===== config.mk =====
export PLATFORM = sky130hd
export DESIGN_NAME = uart_tx_arbiter
export DESIGN_NICKNAME = d
export VERILOG_FILES = /design/src/rtl/uart_tx_arbiter.sv
export SDC_FILE = /design/constraint.sdc
export NUM_CORES = 1
export LEC_CHECK = 0
export BUFFER_PORTS_ARGS = -buffer_cell sky130_fd_sc_hd__buf_2
export CORE_UTILIZATION = 49
export CTS_CLUSTER_DIAMETER = 200
export DETAILED_ROUTE_END_ITERATION = 8
export GPL_TIMING_DRIVEN = 1
export MAX_ROUTING_LAYER = met4
export PLACE_DENSITY = 0.94
export SYNTH_ARGS = -nofsm -noshare
export SYNTH_HDL_FRONTEND = slang
export SYNTH_SLANG_ARGS = --single-unit
export TNS_END_PERCENT = 1

===== constraint.sdc =====
create_clock -name i_clk -period 2.7 [get_ports i_clk]
set_input_delay 0.27 -clock i_clk [delete_from_list [all_inputs] [get_ports i_clk]]
set_output_delay 0.27 -clock i_clk [all_outputs]
set_load 0.02 [all_outputs]

===== src/rtl/uart_tx_arbiter.sv =====
`default_nettype none
// ============================================================================
// Module      : uart_tx_arbiter
// Description : Round-robin arbiter that shares one UART transmitter between
//               NUM_REQ byte producers. Optional watchdog: TX_ARB_TIMEOUT_EN.
// Revision    : 1.0 - initial release
// ============================================================================
module uart_tx_arbiter #(
  parameter int NB_BITS        = 8,
  parameter int NUM_REQ        = 4,
  parameter int TIMEOUT_CYCLES = 200000
) (
  input  logic                       i_clk,
  input  logic                       i_rst,
  input  logic [NUM_REQ-1:0]         i_req,
  input  logic [NUM_REQ*NB_BITS-1:0] i_data,
  output logic [NUM_REQ-1:0]         o_ack,
  output logic [NUM_REQ-1:0]         o_grant,
  output logic [NB_BITS-1:0]         o_data,
  output logic                       o_tx_start,
  input  logic                       i_tx_done,
  output logic                       o_busy,
  output logic                       o_timeout
);

  localparam int       c_IW     = (NUM_REQ > 1) ? $clog2(NUM_REQ) : 1;
  localparam logic [1:0] c_S_IDLE  = 2'd0;
  localparam logic [1:0] c_S_START = 2'd1;
  localparam logic [1:0] c_S_WAIT  = 2'd2;

  logic [1:0]         r_state, w_state_nxt;
  logic [c_IW-1:0]    r_ptr, w_ptr_nxt;
  logic [c_IW-1:0]    r_owner, w_owner_nxt;
  logic [NUM_REQ-1:0] r_ack, w_ack_nxt;
  logic [NUM_REQ-1:0] r_grant, w_grant_nxt;
  logic [NB_BITS-1:0] r_data, w_data_nxt;
  logic               r_start, w_start_nxt;
  logic               r_busy, w_busy_nxt;
  logic               r_timeout, w_timeout_nxt;
  logic               w_found;
  logic [c_IW-1:0]    w_win;
  logic [c_IW-1:0]    w_idx;
  logic               w_expire;
  logic [NUM_REQ-1:0] w_onehot;
  logic [NB_BITS-1:0] w_bytes [NUM_REQ];

  for (genvar k = 0; k < NUM_REQ; k++) begin : g_unpack
    assign w_bytes[k] = i_data[k*NB_BITS +: NB_BITS];
  end

  // First active requester searching upward from r_ptr with wrap-around.
  always_comb begin
    w_found = 1'b0;
    w_win   = '0;
    w_idx   = '0;
    for (int i = 0; i < NUM_REQ; i++) begin
      w_idx = c_IW'((int'(r_ptr) + i) % NUM_REQ);
      if (!w_found && i_req[w_idx]) begin
        w_found = 1'b1;
        w_win   = w_idx;
      end
    end
  end

  assign w_onehot = NUM_REQ'(1) << w_win;

`ifdef TX_ARB_TIMEOUT_EN
  localparam int c_CW = $clog2(TIMEOUT_CYCLES + 1);
  logic [c_CW-1:0] r_cnt;

  // A done pulse in the expiry cycle takes precedence over the watchdog.
  assign w_expire = (r_state == c_S_WAIT) && !i_tx_done &&
                    (r_cnt == c_CW'(TIMEOUT_CYCLES - 1));

  always_ff @(posedge i_clk) begin
    if (i_rst) begin
      r_cnt <= '0;
    end else if (r_state == c_S_START) begin
      r_cnt <= '0;
    end else if (r_state == c_S_WAIT && !i_tx_done && !w_expire) begin
      r_cnt <= r_cnt + c_CW'(1);
    end
  end
`else
  // Watchdog compiled out: the comparison is constant false.
  assign w_expire = (TIMEOUT_CYCLES < 0);
`endif

  always_ff @(posedge i_clk) begin
    if (i_rst) begin
      r_state   <= c_S_IDLE;
      r_ptr     <= '0;
      r_owner   <= '0;
      r_ack     <= '0;
      r_grant   <= '0;
      r_data    <= '0;
      r_start   <= 1'b0;
      r_busy    <= 1'b0;
      r_timeout <= 1'b0;
    end else begin
      r_state   <= w_state_nxt;
      r_ptr     <= w_ptr_nxt;
      r_owner   <= w_owner_nxt;
      r_ack     <= w_ack_nxt;
      r_grant   <= w_grant_nxt;
      r_data    <= w_data_nxt;
      r_start   <= w_start_nxt;
      r_busy    <= w_busy_nxt;
      r_timeout <= w_timeout_nxt;
    end
  end

  always_comb begin
    w_state_nxt = r_state;
    case (r_state)
      c_S_IDLE:  if (w_found) w_state_nxt = c_S_START;
      c_S_START: w_state_nxt = c_S_WAIT;
      c_S_WAIT:  if (i_tx_done || w_expire) w_state_nxt = c_S_IDLE;
      default:   w_state_nxt = c_S_IDLE;
    endcase
  end

  always_comb begin
    w_ack_nxt     = '0;
    w_start_nxt   = 1'b0;
    w_timeout_nxt = 1'b0;
    w_grant_nxt   = r_grant;
    w_data_nxt    = r_data;
    w_busy_nxt    = r_busy;
    w_ptr_nxt     = r_ptr;
    w_owner_nxt   = r_owner;
    case (r_state)
      c_S_IDLE: begin
        if (w_found) begin
          w_ack_nxt   = w_onehot;
          w_grant_nxt = w_onehot;
          w_data_nxt  = w_bytes[w_win];
          w_busy_nxt  = 1'b1;
          w_owner_nxt = w_win;
        end
      end
      c_S_START: w_start_nxt = 1'b1;
      c_S_WAIT: begin
        if (i_tx_done || w_expire) begin
          w_grant_nxt   = '0;
          w_busy_nxt    = 1'b0;
          w_timeout_nxt = w_expire;
          w_ptr_nxt     = (r_owner == c_IW'(NUM_REQ - 1)) ? '0 : r_owner + c_IW'(1);
        end
      end
      default: ;
    endcase
  end

  assign o_ack      = r_ack;
  assign o_grant    = r_grant;
  assign o_data     = r_data;
  assign o_tx_start = r_start;
  assign o_busy     = r_busy;
  assign o_timeout  = r_timeout;

endmodule
`default_nettype wire


==> results.toml, run 1 <==
[outcome]
outcome = "finished clean"

[final_layout]
antenna_cells = 0
area_delta_synth_final_pct = 24.0
layout.nets = 210
fin_area_um2 = 1500
fin_util = 0.658
drive_gt1_frac = 0.438

[setup_path]
path_max_fanout = 10
rrSetupSlack_ps = 670
cp_data_arrival_time_ps = 2260
worst_setup_path_end_kind = "register"
crit_type = "reg -> reg"
cp.required_ps = 2940
worstSetupStartpointType = "register"

[clock_tree]
postCtsSetupBuffers = 0
cts_max_level = 1
clk_latency_ps = 300
cts_tree = "yes"
post_cts_resized = 0
cts.clk_slew.worst_paths_ps = 120
cts_buffers = 3
cts_buffer_depth = 2
clock_sinks = 24
cts_root_buf = "clkbuf_4"
cts_hold_buf = 0

[logic_synthesis]
synth.cell_area_um2 = 1210
ys_ff_latch = 24
ys_warn_count = 0
synth_fp_nets = 156
synth_area_leader_cell = "dfxtp_1"
synth_top_flop_cell = "dfxtp_1"
synth_edf_count = 0
syn_avg_cell_area_um2 = 10.4
yosysMostFrequentCell = "dfxtp_1"
synth_top_area_share = 0.398
async_reset_ff_frac = 0
yosysSeqAreaShare = 0.398
synth.distinct_cells = 31
synthCells = 116
synthTopCellsByArea = "dfxtp_1 (40%), mux2i_1 (15%), a221oi_2 (9.9%), o21bai_1 (5.0%), a21oi_1 (3.7%)"
ys_top_cells_by_count = "dfxtp_1 (24), mux2i_1 (18), a21oi_1 (9), nor2_1 (9)"

[pwr]
intPower_uw = 567
powerDensity_nw_per_um2 = 554
p_leak_nw = 0.714
clockPowerShare = 0.218
seqPwrFrac = 0.491
ir_worst_vdd_mv = 0.404
sw_frac_of_total = 0.317
combPwrFrac = 0.291
p_sw_uw = 264
power.total_uw = 830

[floorplan]
dieWidth_um = 51.6
die_h_um = 51.6
boundaryPins = 58
start_util = 0.531
die-area_um2 = 2670
rows = 17
coreArea_um2 = 2280

[timing]
setup_viol = 0
max_slew.worst_pin.slew_ps = 886
min_period_ps = 2030
hold_viol_final = 0
totalNegativeSetupSlack_ps = 0
hold_ws_ps = 254
relSlewSlack = 0.406
period_share = 0.752
fmax_mhz = 493
slew_viol_final = 0
rsz0062_at_grt = "no"
finClkSkew_ps = 6.20

[placed_design]
place.gp.congestion = 0.773
placed_area_um2 = 1460
numPortBuffers = 56
dpl.hpwl_um = 2180

[grt]
antenna_found_initial = 0
grt_pass1_vias = 1050
grt_use_total = 0.237
gr-total-overflow = 0
grt_pass1_wl_um = 4640
grt_max_degree = 26

[detailed_routing]
drtIter0Drc = 12
first_pass_iters = 4
wire_per_inst_um = 14.0
drt_wl_total_um = 2760
drtAntennaViolNets = 0
via_count = 1084
drcViolationCount = 0
vias_per_cell = 5.50

[job]
max_cap_viol_count = 0

[hold_path]
hold_path.class = "in -> reg"
## stage by stage
| step | std cells | setup slack (ps) |
|---|---|---|
| 2_1_floorplan | 116 | 1060 |
| 3_3_place_gp | 193 | 743 |
| 3_5_place_dp | 193 | 666 |
| 4_1_cts | 197 | 698 |
| 5_1_grt | 197 | 511 |
| 6_report | 197 | 671 |
## power groups by stage
stage	clock network [mW]	registers [mW]	logic (mW)
after floorplan	0	0.447	0.142
after global placement	0	0.415	0.232
after detailed placement	0	0.415	0.242
after CTS	0.183	0.407	0.243
after global routing	0.201	0.411	0.263
final	0.181	0.408	0.242
## placed cells by master, fill, tap and decap left out
master	n
o21a_1	1
mux2i_1	18
clkbuf_4	3
nand3_1	2
buf_2	56
nor4_1	3
nor3_1	1
or3_1	1
inv_1	1
dfxtp_1	24
a311oi_1	1
conb_1	1
ha_1	1
o21bai_1	8
nand3b_1	1
clkbuf_8	1
a32oi_1	2
nor2b_1	1
a221oi_2	8
nand2b_1	4
nor2_1	9
and3_1	2
nor3_4	1
a21oi_1	9
or3b_2	1
nor3b_1	1
buf_4	1
nand2_1	4
or2_2	1
nor3_2	2
## state kept, by name, indices dropped and copies added, names as in the netlist
signal,cells
o_data,8
o_ack,4
o_grant,4
r_owner,2
r_ptr,2
r_state,2
o_busy,1
o_tx_start,1
## final cells by class
| type | instances | area (um2) |
|---|---|---|
| Inverter | 1 | 3.75 |
| Multi-Input combinational cell | 83 | 654 |
| Sequential cell | 24 | 480 |
| Fill cell | 181 | 778 |
| Tap cell | 28 | 35.0 |
| Timing Repair Buffer | 57 | 288 |
| Clock buffer | 4 | 36.3 |
## cells by family after synthesis
logic type,Yosys count,share of synthesized area
simple gates,34,0.161
flops,24,0.398
other cells,1,0.00311
mux,18,0.149
fa+ha+maj,1,0.0104
buf+inv,9,0.0642
compound gates,29,0.215
## final timing paths
| kind | startpoint | endpoint | depth (start not counted) |
|---|---|---|---|
| worst max-delay path | r_ptr[1] | o_grant[0] | 5 |
| worst min-delay path | i_tx_done | r_state[1] | 3 |
| worst max register to register | r_ptr[1] | o_grant[0] | 5 |
| worst min register to register | o_busy | o_busy | 2 |
## layer usage
metal  global-route usage  wire length, um
met5                    -                0
met4                0.108               82
met3               0.0175               80
met2                0.429             1460
met1                0.265             1130
## worst max-delay path, stage by stage (launching register included)
cell,delay (ps)
dfxtp_1,440
nand2_1,110
a311oi_1,580
o21a_1,550
nand2b_1,110
a21oi_1,170
No activity file was read; power rests on OpenSTA's default activity.
==> inputs of run 2 (changes only) <==
--- a/config.mk
+++ b/config.mk
@@ -6,12 +6,12 @@
 export NUM_CORES = 1
 export LEC_CHECK = 0
 export BUFFER_PORTS_ARGS = -buffer_cell sky130_fd_sc_hd__buf_2
-export CORE_UTILIZATION = 49
+export CORE_UTILIZATION = 41
 export CTS_CLUSTER_DIAMETER = 200
 export DETAILED_ROUTE_END_ITERATION = 8
 export GPL_TIMING_DRIVEN = 1
 export MAX_ROUTING_LAYER = met4
-export PLACE_DENSITY = 0.94
+export PLACE_DENSITY = 0.85
 export SYNTH_ARGS = -nofsm -noshare
 export SYNTH_HDL_FRONTEND = slang
 export SYNTH_SLANG_ARGS = --single-unit
==> constraint.sdc (replaced) <==
create_clock -name i_clk -period 1.8 [get_ports i_clk]
set_input_delay 0.18 -clock i_clk [delete_from_list [all_inputs] [get_ports i_clk]]
set_output_delay 0.18 -clock i_clk [all_outputs]
set_load 0.02 [all_outputs]
==> results.toml, run 2 (same netlist as run 1, synthesis figures left out) <==
[outcome]
outcome = "finished clean"

[placed_design]
place.gp.congestion = 0.783
dp_slack_ps = 8.65
placedCellCount = 203
dpl.hpwl_um = 2080
numPortBuffers = 56
placed_area_um2 = 1530

[setup_path]
path_max_fanout = 25
crit_type = "reg -> reg"
cp-startpoint = "r_ptr[1]"
cp_num_buf_inv = 1
ff2ff_path_depth = 6
cp.depth = 6
crit_top_cell = "mux2i_1"
rrSetupSlack_ps = 100
r2r_start = "r_ptr[1]"
crit_family = "multiplexers"
worst_setup_path_end_kind = "register"
cp_data_arrival_time_ps = 1890
cp.required_ps = 1990
slowest_delay_ps = 460
critPathSlowestCell = "dfxtp_1"
crit_path_cell_trace = "mux2i_1, nor2_1, nor3_4, buf_12, mux2i_1, a221oi_2"
worstSetupStartpointType = "register"

[clock_tree]
cts.clk_slew.worst_paths_ps = 140
cts_tree = "yes"
cts_buffers = 3
cts_buffer_depth = 2
cts_max_level = 1
clk_latency_ps = 330
postCtsSetupBuffers = 0
cts_root_buf = "clkbuf_4"
cts_hold_buf = 0
clock_sinks = 24

[detailed_routing]
drtIter0Drc = 15
vias_per_cell = 5.37
drcViolationCount = 0
wire_per_inst_um = 13.2
via_count = 1111
drtAntennaViolNets = 0
first_pass_iters = 4
drt_wl_total_um = 2740

[timing]
period_share = 0.943
slew_viol_final = 0
hold_viol_final = 0
finClkSkew_ps = 8.92
max_slew.worst_pin.slew_ps = 590
setup_ws_ps = 102
fmax_mhz = 589
min_period_ps = 1700
relSlewSlack = 0.606
setup_viol = 0
rsz0062_at_grt = "no"

[grt]
grt_max_degree = 26
grt_pass1_wl_um = 4690
gr-max-usage-layer = "met2"
met1_usage = 0.212
gr-total-overflow = 0
gr-usage-met2 = 0.325
antenna_found_initial = 0
grt_pass1_vias = 1111
grtUsageMet3 = 0.0276
grt_use_total = 0.193

[final_layout]
antenna_cells = 0
final_common_cell = "buf_2"
layout.nets = 217
drive_gt1_frac = 0.466
multi_input_area_um2 = 667
final-seq-area_um2 = 480
fin_cells = 207
fin_area_um2 = 1600
largest_reg_flops = 8
fill_cells = 239
layout_common_cells = "buf_2 (56), dfxtp_1 (24), mux2i_1 (18), a21oi_1 (9), nor2_1 (9)"
area_delta_synth_final_pct = 32.1

[floorplan]
dieWidth_um = 56.3
die_h_um = 56.3
boundaryPins = 58
coreArea_um2 = 2780
die-area_um2 = 3170
start_util = 0.434
rows = 19

[hold_path]
hold_path_depth = 3
min_from = "i_tx_done"
hold_path.class = "in -> reg"

[pwr]
ir_worst_vdd_mv = 0.544
powerDensity_nw_per_um2 = 881
p_leak_nw = 0.762

[job]
max_cap_viol_count = 0
## run 2: cell count changes in the layout (fill, tap and decap cells not counted)
cell and delta:
a311oi_1 -1, a311oi_2 +1, buf_12 +1, buf_4 +6
bufinv_16 +1, clkbuf_8 -1, nor3_2 -1, nor3_4 +1
## run 2: cell type report
cell class | instances | area share
clock inverters | 1 | 0.0188
flip-flops and latches | 24 | 0.301
multi-input cells | 83 | 0.418
well taps | 31 | 0.0243
clock buffers | 3 | 0.0141
inverters | 1 | 0.00235
repair buffers | 64 | 0.221
## run 2: where the power goes
group / internal, mW / leakage (nW) / switching, mW
clock: 0.225 / 0.0279 / 0.170
sequential: 0.582 / 0.198 / 0.0253
combinational: 0.176 / 0.536 / 0.227
total: 0.984 / 0.762 / 0.422
## run 2: final timing paths
kind                end
min reg2reg  o_grant[0]
min          r_state[1]
max           o_data[7]
max reg2reg   o_data[7]
## run 2: through the flow
stage | hold WS (ps) | total power, mW | TNS, ps | util
2_1_floorplan | 268 | 0.884 | 0 | -
3_3_place_gp | 450 | 1.00 | 0 | 0.550
3_5_place_dp | 460 | 1.02 | 0 | 0.550
4_1_cts | 113 | 1.42 | -3.54 | 0.569
5_1_grt | 133 | 1.48 | 0 | 0.574
6_report | 126 | 1.41 | 0 | 0.574
## run 2: worst min-delay path: stages
cell and delay (ps):
buf_2 90, or3b_2 100, a21oi_1 50
## run 2: timing repair
action	CTS	global route
cloned	0	0
gates resized for setup	0	2
endpoints found under the setup margin	1	11
pin swaps	0	0
## run 2: per-layer routing
metal	routed length, um	vias up
met5	0	-
met4	75	0
met3	110	7
met2	1450	30
met1	1110	523
li1	-	551
==> inputs of run 3 (changes only) <==
--- a/config.mk
+++ b/config.mk
@@ -6,7 +6,9 @@
 export NUM_CORES = 1
 export LEC_CHECK = 0
 export BUFFER_PORTS_ARGS = -buffer_cell sky130_fd_sc_hd__buf_2
-export CORE_UTILIZATION = 41
+export CELL_PAD_IN_SITES_DETAIL_PLACEMENT = 1
+export CELL_PAD_IN_SITES_GLOBAL_PLACEMENT = 1
+export CORE_UTILIZATION = 30
 export CTS_CLUSTER_DIAMETER = 200
 export DETAILED_ROUTE_END_ITERATION = 8
 export GPL_TIMING_DRIVEN = 1
==> results.toml, run 3 (same netlist as run 1, synthesis figures left out) <==
[grt]
grt_pass1_wl_um = 5090
grt_use_total = 0.160
antenna_found_initial = 0
gr-total-overflow = 0
grt_max_degree = 26
grt_pass1_vias = 1098

[clock_tree]
cts_max_level = 1
post_cts_resized = 1
cts_hold_buf = 0
cts_buffers = 3
cts_buffer_depth = 2
clock_sinks = 24
clk_latency_ps = 260
cts.clk_slew.worst_paths_ps = 80
postCtsSetupBuffers = 0
cts_root_buf = "clkbuf_8"
cts_tree = "yes"

[setup_path]
timing.rr.end = "o_data[6]"
path_max_fanout = 25
r2r_start = "r_ptr[1]"
ff2ff_path_depth = 6
worst_setup_path_end_kind = "register"
rrSetupSlack_ps = 160
cp_data_arrival_time_ps = 1770
cp.required_ps = 1920
crit_type = "reg -> reg"
worstSetupStartpointType = "register"

[placed_design]
place.gp.congestion = 0.768
placed_area_um2 = 1550
placedCellCount = 220
dp_slack_ps = -45.1
numPortBuffers = 56
dpl.hpwl_um = 2520

[floorplan]
coreArea_um2 = 3770
rows = 22
start_util = 0.320
boundaryPins = 58
dieWidth_um = 65.4
die_h_um = 65.4
die-area_um2 = 4280

[detailed_routing]
first_pass_iters = 4
drtAntennaViolNets = 0
wire_per_inst_um = 14.3
vias_per_cell = 4.87
drcViolationCount = 0
drtIter0Drc = 55
drt_wl_total_um = 3200
via_count = 1091

[timing]
max_slew.worst_pin.slew_ps = 630
period_share = 0.913
setup_viol = 0
min_period_ps = 1640
finClkSkew_ps = 3.12
setup_ws_ps = 157
rsz0062_at_grt = "no"
hold_viol_final = 0
relSlewSlack = 0.578
fmax_mhz = 609
hold_ws_ps = 200
slew_viol_final = 0

[pwr]
intPower_uw = 955
seqPwrFrac = 0.438
powerDensity_nw_per_um2 = 854
p_sw_uw = 428
combPwrFrac = 0.300
sw_frac_of_total = 0.309
ir_worst_vdd_mv = 0.294
p_leak_nw = 0.763
clockPowerShare = 0.262

[outcome]
outcome = "finished clean"

[final_layout]
fin_cells = 224
final_common_cell = "buf_2"
area_delta_synth_final_pct = 34.1
fill_cells = 457
antenna_cells = 0
drive_gt1_frac = 0.477
fin_area_um2 = 1620
largest_reg_flops = 8
multi_input_area_um2 = 666
layout.nets = 217
fin_util = 0.429
final-seq-area_um2 = 482
layout_common_cells = "buf_2 (56), dfxtp_1 (23), mux2i_1 (17), a21oi_1 (9), nor2_1 (9)"

[hold_path]
hold_path_depth = 3
min_from = "i_tx_done"
min_to = "r_state[1]"
hold_path.class = "in -> reg"

[job]
max_cap_viol_count = 0
## run 3: changes by cell type in the layout (fill, tap and decap cells not counted), sizes merged
cell    delta
bufinv     -1
clkbuf     +1
## run 3: metal layers
layer,track usage,share of wire,vias up,routed length [um]
met4,0.0652,0.011,0,34
li1,-,-,548,-
met2,0.293,0.53,21,1710
met3,0.0104,0.027,2,86
met5,-,0,-,0
met1,0.179,0.43,520,1370
## run 3: area by class of cell
| class | instances | share of cell area |
|---|---|---|
| Timing Repair Buffer | 64 | 0.218 |
| Sequential cell | 24 | 0.298 |
| Clock buffer | 4 | 0.0340 |
| Tap cell | 48 | 0.0371 |
| Inverter | 1 | 0.00232 |
| Multi-Input combinational cell | 83 | 0.411 |
## run 3: critical path, stage by stage (launching register included)
cell      delay, ps
dfxtp_2         380
mux2i_1         220
nor2_1           90
nor3_4          230
buf_12          220
mux2i_1         270
a221oi_2         90
## run 3: power groups by stage
stage / registers, mW / clock network, mW / logic [mW]
after global placement: 0.617 / 0 / 0.400
after floorplan: 0.671 / 0 / 0.213
after global routing: 0.611 / 0.393 / 0.447
after detailed placement: 0.618 / 0 / 0.413
after CTS: 0.605 / 0.377 / 0.417
final: 0.606 / 0.362 / 0.415
## run 3: per-stage QoR
stage                     power [mW]  TNS, ps
after floorplan                0.884        0
after global placement          1.02    -10.9
after detailed placement        1.03     -312
after CTS                       1.40        0
after global routing            1.45        0
final                           1.38        0
## run 3: worst max-delay path by stage
stage                   from    endpoint  cells after the start
detailed placement  r_ptr[1]   o_data[2]                      5
finish              r_ptr[1]   o_data[6]                      6
floorplan           r_ptr[1]   o_data[3]                      6
CTS                 r_ptr[1]   o_data[2]                      6
global placement    r_ptr[1]  o_grant[2]                      6
global route        r_ptr[1]   o_data[1]                      6
